<file path="config.mk">
export PLATFORM = sky130hd
export DESIGN_NAME = alarm_ring_controller_flat
export DESIGN_NICKNAME = d
export VERILOG_FILES = /design/src/rtl/alarm_ring_controller_if.sv /design/src/rtl/alarm_ring_controller.sv /design/src/flat_wrapper.sv
export SDC_FILE = /design/constraint.sdc
export NUM_CORES = 1
export LEC_CHECK = 0
export CORE_MARGIN = 1
export CORE_UTILIZATION = 25
export CTS_BUF_LIST = sky130_fd_sc_hd__clkbuf_8
export CTS_CLUSTER_DIAMETER = 150
export DETAILED_ROUTE_END_ITERATION = 8
export GPL_TIMING_DRIVEN = 0
export SLEW_MARGIN = 20
export SYNTH_ARGS = -nofsm -noshare
export SYNTH_HDL_FRONTEND = slang
export SYNTH_SLANG_ARGS = --single-unit
export TNS_END_PERCENT = 20
</file>
<file path="constraint.sdc">
create_clock -name clk -period 2.85 [get_ports clk]
set_input_delay 0.57 -clock clk [delete_from_list [all_inputs] [get_ports clk]]
set_output_delay 0.57 -clock clk [all_outputs]
set_load 0.05 [all_outputs]
</file>
<file path="src/rtl/alarm_ring_controller_if.sv">
// Alarm sequencer bus: time/alarm inputs, buttons, and ring status/speaker outputs.
// Latency: none (wires only).
// Backpressure: none; master drives inputs every cycle, slave drives registered status.
interface alarm_ring_controller_if;
    logic [7:0] real_hours;
    logic [7:0] real_mins;
    logic [7:0] alarm_hours;
    logic [7:0] alarm_mins;
    logic       alarm_enabled;
    logic       btn_snooze;
    logic       btn_dismiss;
    logic       alarm_triggered;
    logic       snoozing;
    logic [1:0] snooze_count;
    logic       speaker_out;

    modport master (
        output real_hours, real_mins, alarm_hours, alarm_mins,
        output alarm_enabled, btn_snooze, btn_dismiss,
        input  alarm_triggered, snoozing, snooze_count, speaker_out
    );

    modport slave (
        input  real_hours, real_mins, alarm_hours, alarm_mins,
        input  alarm_enabled, btn_snooze, btn_dismiss,
        output alarm_triggered, snoozing, snooze_count, speaker_out
    );
endinterface

</file>
<file path="src/rtl/alarm_ring_controller.sv">
// Alarm sequencer: arm, ring on time match, snooze/dismiss, ring timeout, same-minute holdoff.
// Latency: state and every output registered, 1 cycle after the causing input.
// Backpressure: none; button pulses sampled every cycle, ignored outside RINGING/SNOOZE.
// Option macro BEEP_PATTERN_EN: tone audible only in the first half of each second.
module alarm_ring_controller #(
    parameter int TONE_DIV     = 25_000,
    parameter int SEC_DIV      = 50_000_000,
    parameter int RING_TIMEOUT = 60,
    parameter int SNOOZE_SECS  = 300,
    parameter int MAX_SNOOZE   = 3
) (
    input  logic                    clk,
    input  logic                    reset,
    alarm_ring_controller_if.slave  io_alarm
);
    localparam int SEC_W  = $clog2(SEC_DIV);
    localparam int TONE_W = $clog2(TONE_DIV);
    localparam int RING_W = $clog2(RING_TIMEOUT + 1);
    localparam int SNZ_W  = $clog2(SNOOZE_SECS + 1);

    localparam logic [SEC_W-1:0]  SEC_LAST  = SEC_W'(SEC_DIV - 1);
    localparam logic [SEC_W-1:0]  SEC_ONE   = SEC_W'(1);
    localparam logic [TONE_W-1:0] TONE_LAST = TONE_W'(TONE_DIV - 1);
    localparam logic [TONE_W-1:0] TONE_ONE  = TONE_W'(1);
    localparam logic [RING_W-1:0] RING_LIM  = RING_W'(RING_TIMEOUT);
    localparam logic [RING_W-1:0] RING_ONE  = RING_W'(1);
    localparam logic [SNZ_W-1:0]  SNZ_LIM   = SNZ_W'(SNOOZE_SECS);
    localparam logic [SNZ_W-1:0]  SNZ_ONE   = SNZ_W'(1);
    localparam logic [1:0]        MAX_SN    = 2'(MAX_SNOOZE);
`ifdef BEEP_PATTERN_EN
    localparam logic [SEC_W-1:0]  SEC_HALF  = SEC_W'(SEC_DIV / 2);
`endif

    typedef enum logic [2:0] {
        S_IDLE, S_ARMED, S_RINGING, S_SNOOZE, S_HOLDOFF
    } state_t;

    state_t            r_state, w_state_next;
    logic [SEC_W-1:0]  r_sec_cnt, w_sec_next;
    logic [RING_W-1:0] r_ring_tmr, w_ring_next, w_ring_inc;
    logic [SNZ_W-1:0]  r_snz_tmr, w_snz_next, w_snz_inc;
    logic [1:0]        r_snooze_count, w_count_next;
    logic [TONE_W-1:0] r_tone_cnt, w_tone_cnt_next;
    logic              r_tone, w_tone_next;
    logic              r_speaker, w_speaker_next;
    logic              r_alarm_triggered, r_snoozing;
    logic              w_match, w_tick, w_ring_stay;

    assign w_match    = (io_alarm.real_hours == io_alarm.alarm_hours) &&
                        (io_alarm.real_mins  == io_alarm.alarm_mins);
    assign w_tick     = (r_sec_cnt == SEC_LAST);
    assign w_ring_inc = r_ring_tmr + RING_ONE;
    assign w_snz_inc  = r_snz_tmr + SNZ_ONE;

    // Next-state, timers and snooze count; disable overrides everything below reset.
    always_comb begin
        w_state_next = r_state;
        w_sec_next   = w_tick ? '0 : r_sec_cnt + SEC_ONE;
        w_ring_next  = r_ring_tmr;
        w_snz_next   = r_snz_tmr;
        w_count_next = r_snooze_count;
        case (r_state)
            S_IDLE: begin
                if (io_alarm.alarm_enabled)
                    w_state_next = w_match ? S_HOLDOFF : S_ARMED;
            end
            S_ARMED: begin
                if (w_match) begin
                    w_state_next = S_RINGING;
                    w_sec_next   = '0;
                    w_ring_next  = '0;
                    w_count_next = '0;
                end
            end
            S_RINGING: begin
                if (io_alarm.btn_dismiss) begin
                    w_state_next = S_HOLDOFF;
                end else if (io_alarm.btn_snooze && (r_snooze_count < MAX_SN)) begin
                    w_state_next = S_SNOOZE;
                    w_count_next = r_snooze_count + 2'd1;
                    w_snz_next   = '0;
                    w_sec_next   = '0;
                end else if (w_tick) begin
                    if (w_ring_inc >= RING_LIM) w_state_next = S_HOLDOFF;
                    else                        w_ring_next  = w_ring_inc;
                end
            end
            S_SNOOZE: begin
                if (io_alarm.btn_dismiss) begin
                    w_state_next = S_HOLDOFF;
                end else if (w_tick) begin
                    if (w_snz_inc >= SNZ_LIM) begin
                        // Re-ring is unconditional: the event outlives the matching minute.
                        w_state_next = S_RINGING;
                        w_ring_next  = '0;
                        w_sec_next   = '0;
                    end else begin
                        w_snz_next = w_snz_inc;
                    end
                end
            end
            S_HOLDOFF: begin
                if (!w_match) w_state_next = S_ARMED;
            end
            default: w_state_next = S_IDLE;
        endcase
        if (!io_alarm.alarm_enabled) begin
            w_state_next = S_IDLE;
            w_count_next = '0;
        end
    end

    // Tone divider runs only while staying in RINGING; cleared and silent otherwise.
    always_comb begin
        w_ring_stay     = (r_state == S_RINGING) && (w_state_next == S_RINGING);
        w_tone_cnt_next = '0;
        w_tone_next     = 1'b0;
        if (w_ring_stay) begin
            w_tone_cnt_next = (r_tone_cnt == TONE_LAST) ? '0 : r_tone_cnt + TONE_ONE;
            w_tone_next     = (r_tone_cnt == TONE_LAST) ? ~r_tone : r_tone;
        end
`ifdef BEEP_PATTERN_EN
        w_speaker_next = w_tone_next && (w_sec_next < SEC_HALF);
`else
        w_speaker_next = w_tone_next;
`endif
    end

    // State, counters and registered outputs.
    always_ff @(posedge clk) begin
        if (reset) begin
            r_state           <= S_IDLE;
            r_sec_cnt         <= '0;
            r_ring_tmr        <= '0;
            r_snz_tmr         <= '0;
            r_snooze_count    <= '0;
            r_tone_cnt        <= '0;
            r_tone            <= 1'b0;
            r_speaker         <= 1'b0;
            r_alarm_triggered <= 1'b0;
            r_snoozing        <= 1'b0;
        end else begin
            r_state           <= w_state_next;
            r_sec_cnt         <= w_sec_next;
            r_ring_tmr        <= w_ring_next;
            r_snz_tmr         <= w_snz_next;
            r_snooze_count    <= w_count_next;
            r_tone_cnt        <= w_tone_cnt_next;
            r_tone            <= w_tone_next;
            r_speaker         <= w_speaker_next;
            r_alarm_triggered <= (w_state_next == S_RINGING);
            r_snoozing        <= (w_state_next == S_SNOOZE);
        end
    end

    assign io_alarm.alarm_triggered = r_alarm_triggered;
    assign io_alarm.snoozing        = r_snoozing;
    assign io_alarm.snooze_count    = r_snooze_count;
    assign io_alarm.speaker_out     = r_speaker;
endmodule
</file>
<file path="src/flat_wrapper.sv">
// flat-port wrapper written by rule: the top's interface ports become plain ports
module alarm_ring_controller_flat 
#(
    parameter int TONE_DIV     = 25_000,
    parameter int SEC_DIV      = 50_000_000,
    parameter int RING_TIMEOUT = 60,
    parameter int SNOOZE_SECS  = 300,
    parameter int MAX_SNOOZE   = 3
)
  (clk, reset, io_alarm_real_hours, io_alarm_real_mins, io_alarm_alarm_hours, io_alarm_alarm_mins, io_alarm_alarm_enabled, io_alarm_btn_snooze, io_alarm_btn_dismiss, io_alarm_alarm_triggered, io_alarm_snoozing, io_alarm_snooze_count, io_alarm_speaker_out);
  alarm_ring_controller_if io_alarm_i ();
  input  logic clk;
  input  logic reset;
  input wire logic [$bits(io_alarm_i.real_hours)-1:0] io_alarm_real_hours;
  input wire logic [$bits(io_alarm_i.real_mins)-1:0] io_alarm_real_mins;
  input wire logic [$bits(io_alarm_i.alarm_hours)-1:0] io_alarm_alarm_hours;
  input wire logic [$bits(io_alarm_i.alarm_mins)-1:0] io_alarm_alarm_mins;
  input wire logic [$bits(io_alarm_i.alarm_enabled)-1:0] io_alarm_alarm_enabled;
  input wire logic [$bits(io_alarm_i.btn_snooze)-1:0] io_alarm_btn_snooze;
  input wire logic [$bits(io_alarm_i.btn_dismiss)-1:0] io_alarm_btn_dismiss;
  output wire logic [$bits(io_alarm_i.alarm_triggered)-1:0] io_alarm_alarm_triggered;
  output wire logic [$bits(io_alarm_i.snoozing)-1:0] io_alarm_snoozing;
  output wire logic [$bits(io_alarm_i.snooze_count)-1:0] io_alarm_snooze_count;
  output wire logic [$bits(io_alarm_i.speaker_out)-1:0] io_alarm_speaker_out;
  assign io_alarm_i.real_hours = io_alarm_real_hours;
  assign io_alarm_i.real_mins = io_alarm_real_mins;
  assign io_alarm_i.alarm_hours = io_alarm_alarm_hours;
  assign io_alarm_i.alarm_mins = io_alarm_alarm_mins;
  assign io_alarm_i.alarm_enabled = io_alarm_alarm_enabled;
  assign io_alarm_i.btn_snooze = io_alarm_btn_snooze;
  assign io_alarm_i.btn_dismiss = io_alarm_btn_dismiss;
  assign io_alarm_alarm_triggered = io_alarm_i.alarm_triggered;
  assign io_alarm_snoozing = io_alarm_i.snoozing;
  assign io_alarm_snooze_count = io_alarm_i.snooze_count;
  assign io_alarm_speaker_out = io_alarm_i.speaker_out;
  alarm_ring_controller #(.TONE_DIV(TONE_DIV), .SEC_DIV(SEC_DIV), .RING_TIMEOUT(RING_TIMEOUT), .SNOOZE_SECS(SNOOZE_SECS), .MAX_SNOOZE(MAX_SNOOZE)) u_core (.clk(clk), .reset(reset), .io_alarm(io_alarm_i));
endmodule
</file>
After elaboration in Yosys (flattened, before gate mapping)
Index checks and enable logic that the tools add are counted.

storage, ports and cells
  register bits after elaboration = 64
  bits of input ports = 37
  output and inout bits = 5
  logic and storage cells = 92

cells by class
  add/sub/neg operators = 5
  magnitude comparators = 3
  equality and inequality tests = 20
  multiplexer cells = 39
  bitwise logic cells = 3
  reductions and logical operators = 13

operators by type and width
  cell                                                                     number
  26-bit 2-to-1 mux                                                        7
  26-bit case mux with 3 select lines                                      1
  6-bit 2-to-1 mux                                                         8
  9-bit 2-to-1 mux                                                         5
  3-bit 2-to-1 mux                                                         11
  26-bit by 1-bit adder with 26-bit output, second input constant          1
  26-bit == test, second input constant                                    1
  6-bit case mux with 3 select lines                                       1
  9-bit case mux with 2 select lines                                       1
  8-bit == test                                                            2
  15-bit by 1-bit adder with 15-bit output, second input constant          1
  15-bit == test, second input constant                                    1
  3-bit case mux with 5 select lines                                       1
  3-bit by 2-bit == test with 1-bit output, second input constant          4
  2-bit by 1-bit inequality test with 1-bit output, second input constant  5
  2-bit inequality test, second input constant                             5
  9-bit by 1-bit adder with 9-bit output, second input constant            1
  9-bit greater-or-equal comparator, second input constant                 1
  9-bit AND reduction                                                      1
  6-bit by 1-bit adder with 6-bit output, second input constant            1
  6-bit greater-or-equal comparator, second input constant                 1
  2-bit 2-to-1 mux                                                         3
  6-bit AND reduction                                                      1
  2-bit case mux with 2 select lines                                       1
  12 further kinds                                                         18

Logic depth before layout (Yosys ltp)
Gate-level depths: netlist (run 1).

  depth after elaboration = 12
  mapped depth = 10
  depth with buffers taken out = 7

Worst setup path after synthesis (run 1)
OpenSTA, ideal clock, no wires.

  path kind = register to register
  from = reg u_core.r_snz_tmr[0]
  to = reg u_core.r_tone_cnt[11]
  setup time = 135 ps
  data arrival time = 2026 ps
  data required time = 2715 ps
  slack = 689 ps
  cell stages (with the launch flop) = 9
  buffers on the path = 2
  period minus slack after synthesis = 2161 ps
  cell sequence = dfxtp_1 ha_1 buf_2 a2111oi_2 a22oi_4 a41o_1 a21boi_4 buf_6 nor4_2

between the ends
  cells in the longest elaborated chain, start to end = 11

ends and longest elaborated chain
  what                                      line                          RTL
  from (decl)                               alarm_ring_controller.sv:41   logic [SNZ_W-1:0] r_snz_tmr, w_snz_next, w_snz_inc;
  from (signal assigned)                    alarm_ring_controller.sv:146  r_snz_tmr <= w_snz_next;
  9-bit by 1-bit adder with 9-bit output    alarm_ring_controller.sv:53   assign w_snz_inc = r_snz_tmr + SNZ_ONE;
  9-bit greater-or-equal comparator         alarm_ring_controller.sv:92   if (w_snz_inc >= SNZ_LIM) begin
  3-bit 2-to-1 mux                          alarm_ring_controller.sv:92
  3-bit 2-to-1 mux                          alarm_ring_controller.sv:91   end else if (w_tick) begin
  3-bit 2-to-1 mux                          alarm_ring_controller.sv:89   if (io_alarm.btn_dismiss) begin
  3-bit case mux with 5 select lines        alarm_ring_controller.sv:62   case (r_state)
  3-bit 2-to-1 mux                          alarm_ring_controller.sv:107  if (!io_alarm.alarm_enabled) begin
  3-bit by 2-bit == test with 1-bit output  alarm_ring_controller.sv:115  w_ring_stay = (r_state == S_RINGING) && (w_state_next == S_RINGING);
  1-bit logical AND                         alarm_ring_controller.sv:115
  1-bit inverter (no line)                  n/a
  3-bit OR reduction (no line)              n/a
  to (signal assigned)                      alarm_ring_controller.sv:148  r_tone_cnt <= w_tone_cnt_next;
  to (decl)                                 alarm_ring_controller.sv:43   logic [TONE_W-1:0] r_tone_cnt, w_tone_cnt_next;

Every way passes these cells.
A chain may end at the register's enable or synchronous reset.

Worst setup path after layout (run 1)
  from = in io_alarm_alarm_hours[4]
  to = reg u_core.r_sec_cnt[16]

between the ends
  cells in the longest elaborated chain, start to end = 4

ends and longest elaborated chain
  what                                 line                          RTL
  from (decl)                          flat_wrapper.sv:16            input wire logic [$bits(io_alarm_i.alarm_hours)-1:0] io_alarm_alarm_hours;
  8-bit == test                        alarm_ring_controller.sv:49   assign w_match = (io_alarm.real_hours == io_alarm.alarm_hours) &&
  1-bit logical AND                    alarm_ring_controller.sv:49
  26-bit 2-to-1 mux                    alarm_ring_controller.sv:68   if (w_match) begin
  26-bit case mux with 3 select lines  alarm_ring_controller.sv:62
  to (signal assigned)                 alarm_ring_controller.sv:144  r_sec_cnt <= w_sec_next;
  to (decl)                            alarm_ring_controller.sv:39   logic [SEC_W-1:0] r_sec_cnt, w_sec_next;

Every way passes these cells.

==> results of run 1 <==
[worst max-delay path: stages]
cell and delay [ns]:
clkdlybuf4s50_1 0.41, xor2_1 0.16, nor4_1 0.41, and4_1 0.31, a21oi_1 0.13, o21ai_2 0.30, clkbuf_1 0.39, nor2_1 0.10
[power breakdown]
part | total (mW) | switching (mW) | internal, mW
clock | 0.821 | 0.354 | 0.468
sequential | 0.902 | 0.00340 | 0.898
combinational | 0.114 | 0.0500 | 0.0639
[kinds of logic after synthesis]
group                      Yosys count  share of synthesized area [%]
adders and majority gates            6                          2.094
DFF                                 64                          35.74
buffers and inverters               27                          3.595
AOI/OAI and AO/OA                   61                          12.57
xor gates and xnor gates            54                          13.19
and+or+nand+nor                    213                          32.81
[Yosys cell counts, types with 5 or more instances]
library cell and count:
nor3_1 14, dfxtp_1 64, nand2_1 39, nor4_1 17
o21ai_1 7, inv_1 10, a211oi_1 8, and3_1 10
nand2b_1 5, and4_1 6, xor2_1 35, nand3_1 19
a31oi_1 7, nand4_1 12, nor2_1 55, xnor2_1 19
clkbuf_1 5, a21oi_1 15, ha_1 6
[layer usage]
metal	vias up	part of all wire (%)	track usage, %
li1	1636	-	-
met1	1513	49	16.05
met2	63	46	19.42
met3	9	4.0	3.230
met4	0	1.3	4.630
met5	-	0	0
[cells in the final DEF (no fill, tap or decap), types with 4 or more instances in the layout]
master,Yosys,final
clkbuf_1,5,4
nand3_1,19,19
nand2b_1,5,5
xor2_1,35,35
clkbuf_8,0,12
nor3b_1,4,4
nand4_1,12,12
nor4_1,17,17
a31oi_1,7,7
ha_1,6,6
buf_2,4,4
xnor2_1,19,19
and2_1,4,4
or3_1,4,4
dfxtp_1,64,64
o21ai_1,7,6
and3_1,10,10
and4_1,6,6
nor2_1,55,55
clkdlybuf4s50_1,0,40
inv_1,10,10
a211oi_1,8,8
a21oi_1,15,15
nor3_1,14,14
nand2_1,39,39
nor4_2,4,4
[final cells by class]
cell class | count | area, um^2
plain buffers | 14 | 81.33
clock inverters | 3 | 40.04
flip-flops and latches | 64 | 1281
fillers | 1441 | 9514
clock buffers | 12 | 165.2
repair buffers | 40 | 400.4
inverters | 13 | 48.80
multi-input cells | 334 | 2178
well taps | 180 | 225.2
[how the worst min path moves through the flow]
stage | to
floorplan | u_core.r_sec_cnt[0]$_SDFF_PP0_
global placement | u_core.r_sec_cnt[0]$_SDFF_PP0_
detailed placement | u_core.r_sec_cnt[0]$_SDFF_PP0_
CTS | u_core.r_sec_cnt[0]$_SDFF_PP0_
global route | u_core.r_sec_cnt[0]$_SDFF_PP0_
finish | u_core.r_sec_cnt[0]$_SDFF_PP0_
[registers in the layout, summed over array words and instances, names as in the netlist]
register                         cells
u_core.r_snz_tmr                     9
u_core.io_alarm.snoozing             1
u_core.r_tone_cnt                   15
u_core.io_alarm.alarm_triggered      1
u_core.io_alarm.snooze_count         2
u_core.r_ring_tmr                    6
u_core.r_tone                        1
u_core.r_sec_cnt                    26
u_core.r_state                       3
[repair_timing]
action                     CTS  global route
hold buffers                 0             0
setup endpoints to repair    0            20
gates resized for setup      0             3
==> out/results.ini, run 1 <==
[critical_path]
crit_type=input pin to flop
cp-endpoint=u_core.r_sec_cnt[16]$_SDFF_PP0_
r2r_cells=8
cp-start-kind=input pin
worstSetupStartpoint=io_alarm_alarm_hours[4]
worst_ep_required_time_ns=3.07
r2r_end=u_core.r_ring_tmr[4]$_SDFFE_PP0P_
ff2ff_setup_slack_ns=0.34
end_kind=flop
rr_startpoint=u_core.r_snz_tmr[0]$_SDFFE_PP0P_
worstPathMaxFanout=10
cp.arrival_ns=2.79

[floorplanning]
die_h_um=121.7
die_w_um=121.7
rows=43
design.core.area_mm2=0.01393
ios=42
dieArea_mm2=0.01482
start_util_pct=25.73

[drt]
totalWireLength_mm=8.374
ant_nets=0
first_iter_violations=221
first_pass_iters=6
routed_via_density=4.880
wire_per_inst_um=12.69
num_vias=3221
route.detailed.drc=0

[timing]
tightestPinTransition_ns=0.6305
fmax_mhz=389.8
tns_ns=0
final_max_slew_viol_count=0
setup_viol=0
setup_ws_ns=0.2845
period_needed_ns=2.566
slew_headroom_pct=57.58
hold_viol=0
rsz0062_at_grt=false
fin_skew_ns=0.006933
hold_slack_ns=0.4600
post-route-period-util_pct=90.02

[global_route]
grt_overflow_total=0
track_usage_pct=12.34
grt_max_degree=11
antenna_found_initial=0
grt_pass1_vias=3074
grt_pass1_wl_mm=14.48

[cells_and_area]
layout-drive-gt1-share_pct=9.167
finish.utilization_pct=31.72
synthToLayoutAreaGrowth_pct=23.32
layoutNonFillerInstCount=660
nets=519
fin_area_mm2=0.004420
n_antenna_cell=0

[clocking]
cts_buffers=9
cts.path.max_buffers=2
post_cts_buffers=0
clock_latency_ns=0.35
h-tree-depth=3
tritoncts=built
clkSinkCount=64
clock-root-buffer=clkbuf_8
clk_pin_slew_ns=0.06

[yosys]
ys_top_cells_by_area=dfxtp_1 (36%), xor2_1 (8.6%), nor2_1 (5.8%)
ys_types=59
synth-edff-count=0
syn_area_mm2=0.003585
synth_ff_type=dfxtp_1
synth_largest_area_cell=dfxtp_1
synthCells=425
synth_async_sr_flop_share_pct=0
ys_ff_latch=64
ys_seq_area_share_pct=35.74
synth_top_area_share_pct=35.74
syn-num-nets=468
synth_warnings=0
syn_area_per_cell_um2=8.435

[placement]
dpl_cell_area_mm2=0.004210
portBuffers=40
hpwlAfterDp_mm=6.230
gp_congestion=0.8683
dp_cells=645
place_ws_ns=-0.2953

[hold_path]
hold_path_depth=1
worstHoldStart=u_core.r_sec_cnt[0]$_SDFF_PP0_
hp-class=flop to flop

[power]
p_total_mw=1.837
cellPowerDensity_mw_per_mm2=415.6
leakagePower_nw=1.496
vdd_drop_max_uv=180.2

[job]
maxCapViolations=0

[outcome]
status=complete, no violations

(Power assumes the default switching activity.)
==> inputs of run 2 (changes only) <==
PLACE_DENSITY = 0.5   (was default)
==> out/results.ini, run 2 (synthesis results as in run 1) <==
[global_route]
grt_overflow_total=0  ; unchanged
antenna_found_initial=0  ; unchanged
grt_pass1_vias=3076  ; +0.065%
track_usage_pct=12.65  ; +0.31 points
grt_max_degree=13  ; +2
grt_pass1_wl_mm=14.79  ; +2.1%

[clocking]
clock_latency_ns=0.36  ; about the same
cts.path.max_buffers=2  ; unchanged
clock-root-buffer=clkbuf_8
clkSinkCount=64  ; unchanged
post_cts_buffers=0  ; unchanged
postCtsHoldBufs=0  ; unchanged
clk_pin_slew_ns=0.07  ; about the same
h-tree-depth=3  ; unchanged
tritoncts=built
cts_buffers=9  ; unchanged

[drt]
num_vias=3207  ; -0.43%
wire_per_inst_um=13.18  ; +3.9%
first_pass_iters=4  ; -2
route.detailed.drc=0  ; unchanged
first_iter_violations=173  ; -22%
ant_nets=0  ; unchanged
totalWireLength_mm=8.714  ; +4.1%
routed_via_density=4.852  ; -0.59%

[critical_path]
worst_ep_required_time_ns=3.08  ; about the same
crit_type=input pin to flop
cp-start-kind=input pin
worstPathMaxFanout=10  ; unchanged
end_kind=flop
cp.arrival_ns=2.76  ; -0.03 ns

[timing]
fin_skew_ns=0.009700  ; +0.002767 ns
setup_viol=0  ; unchanged
post-route-period-util_pct=88.82  ; -1.2 points
hold_viol=0  ; unchanged
final_max_slew_viol_count=0  ; unchanged
rsz0062_at_grt=false
period_needed_ns=2.531  ; -0.03406 ns
fmax_mhz=395.0  ; +1.3%
tightestPinTransition_ns=0.6475  ; +0.01697 ns
slew_headroom_pct=56.68  ; -0.90 points

[outcome]
status=complete, no violations

[cells_and_area]
n_antenna_cell=0  ; unchanged
regArea_mm2=0.001281  ; unchanged
top_register=u_core.r_sec_cnt
fin_area_mm2=0.004420  ; unchanged
nets=519  ; unchanged
layout_common_cells=dfxtp_1 (64), nor2_1 (55), clkdlybuf4s50_1 (40)
multi_input_area_mm2=0.002178  ; unchanged
finish.utilization_pct=31.72  ; unchanged
largest_register_ffs=26  ; unchanged
fillCellCount=1471  ; +2.1%
synthToLayoutAreaGrowth_pct=23.32  ; unchanged
layout-drive-gt1-share_pct=9.356  ; +0.19 points
final_common_cell=dfxtp_1
top_regs=u_core.r_sec_cnt x26, u_core.r_tone_cnt x15, u_core.r_snz_tmr x9
layoutNonFillerInstCount=661  ; +0.15%

[placement]
dpl_cell_area_mm2=0.004210  ; unchanged
gp_congestion=0.7902  ; -9.0%
dp_cells=645  ; unchanged
hpwlAfterDp_mm=6.561  ; +5.3%
portBuffers=40  ; unchanged

[power]
cellPowerDensity_mw_per_mm2=412.3  ; -0.78%
p_sw_mw=0.4309  ; +5.9%
sequentialPowerShare_pct=49.5  ; +0.4 points
leakagePower_nw=1.487  ; -0.63%
clkPwrFrac_pct=44.4  ; -0.3 points
internal-power_mw=1.392  ; -2.7%
vdd_drop_max_uv=182.1  ; +1.0%
p_comb_share_pct=6.2  ; about the same
p_sw_share_pct=23.64  ; +1.5 points

[floorplanning]
rows=43  ; unchanged
start_util_pct=25.73  ; unchanged
die_w_um=121.7  ; unchanged
die_h_um=121.7  ; unchanged
dieArea_mm2=0.01482  ; unchanged
ios=42  ; unchanged
design.core.area_mm2=0.01393  ; unchanged

[hold_path]
hp-class=flop to flop

[job]
maxCapViolations=0  ; unchanged

-- run 2: cell count changes in the layout (fill, tap and decap cells not counted) --
cell	before	now
inv_6	0	1
clkinvlp_4	0	2
clkbuf_8	12	10
clkinv_2	2	1
clkinv_4	0	1
-- run 2: layout make-up --
cell class	count	share of cell area (%)
plain buffers	14	1.840
flip-flops and latches	64	28.98
well taps	180	5.095
repair buffers	40	9.057
inverters	13	1.104
clock inverters	6	1.528
clock buffers	10	3.114
multi-input cells	334	49.28
-- run 2: worst paths after layout --
path	start	cells after the start	end	slack, ns
min	u_core.r_sec_cnt[0]$_SDFF_PP0_	1	u_core.r_sec_cnt[0]$_SDFF_PP0_	0.47
min reg2reg	u_core.r_sec_cnt[0]$_SDFF_PP0_	1	u_core.r_sec_cnt[0]$_SDFF_PP0_	0.47
max reg2reg	u_core.r_snz_tmr[0]$_SDFFE_PP0P_	8	u_core.r_ring_tmr[4]$_SDFFE_PP0P_	0.38
max	io_alarm_alarm_mins[6]	8	u_core.r_sec_cnt[10]$_SDFF_PP0_	0.32
-- run 2: repair_timing --
action,in CTS,in global routing
endpoints found under the hold margin,0,0
setup endpoints to repair,0,20
gates resized for setup,0,3
-- run 2: power by group through the flow --
stage	sequential, mW	combinational [mW]	clock (mW)
6_report	0.901	0.113	0.809
4_1_cts	0.901	0.114	0.845
3_3_place_gp	0.922	0.113	0
5_1_grt	0.902	0.123	0.877
2_1_floorplan	0.921	0.0465	0
3_5_place_dp	0.922	0.114	0
-- run 2: metal layers --
layer  up-vias  wire length, um  global-route usage, %
li1       1639                -                      -
met5         -                0                      0
met1      1492             4109                  16.05
met4         0              144                  4.707
met3        11              416                  3.324
met2        65             4045                  20.41
-- run 2: worst max-delay path: stages --
cell             delay [ns]
clkdlybuf4s50_1        0.41
xor2_1                 0.16
nor4_1                 0.39
and4_1                 0.32
a21oi_1                0.13
o21ai_2                0.31
clkbuf_1               0.37
nor2_1                 0.10
-- run 2: metrics by stage --
| step | worst slack, ns | TNS [ns] | total power [mW] | hold WS [ns] |
|---|---|---|---|---|
| after floorplan | 0.6893 | 0 | 0.9680 | 0.4295 |
| after global placement | -0.2808 | -4.974 | 1.035 | 0.4480 |
| after detailed placement | -0.3343 | -6.080 | 1.036 | 0.4565 |
| after CTS | 0.04908 | 0 | 1.860 | 0.4703 |
| after global routing | 0.05606 | 0 | 1.902 | 0.5127 |
| final | 0.3185 | 0 | 1.823 | 0.4698 |
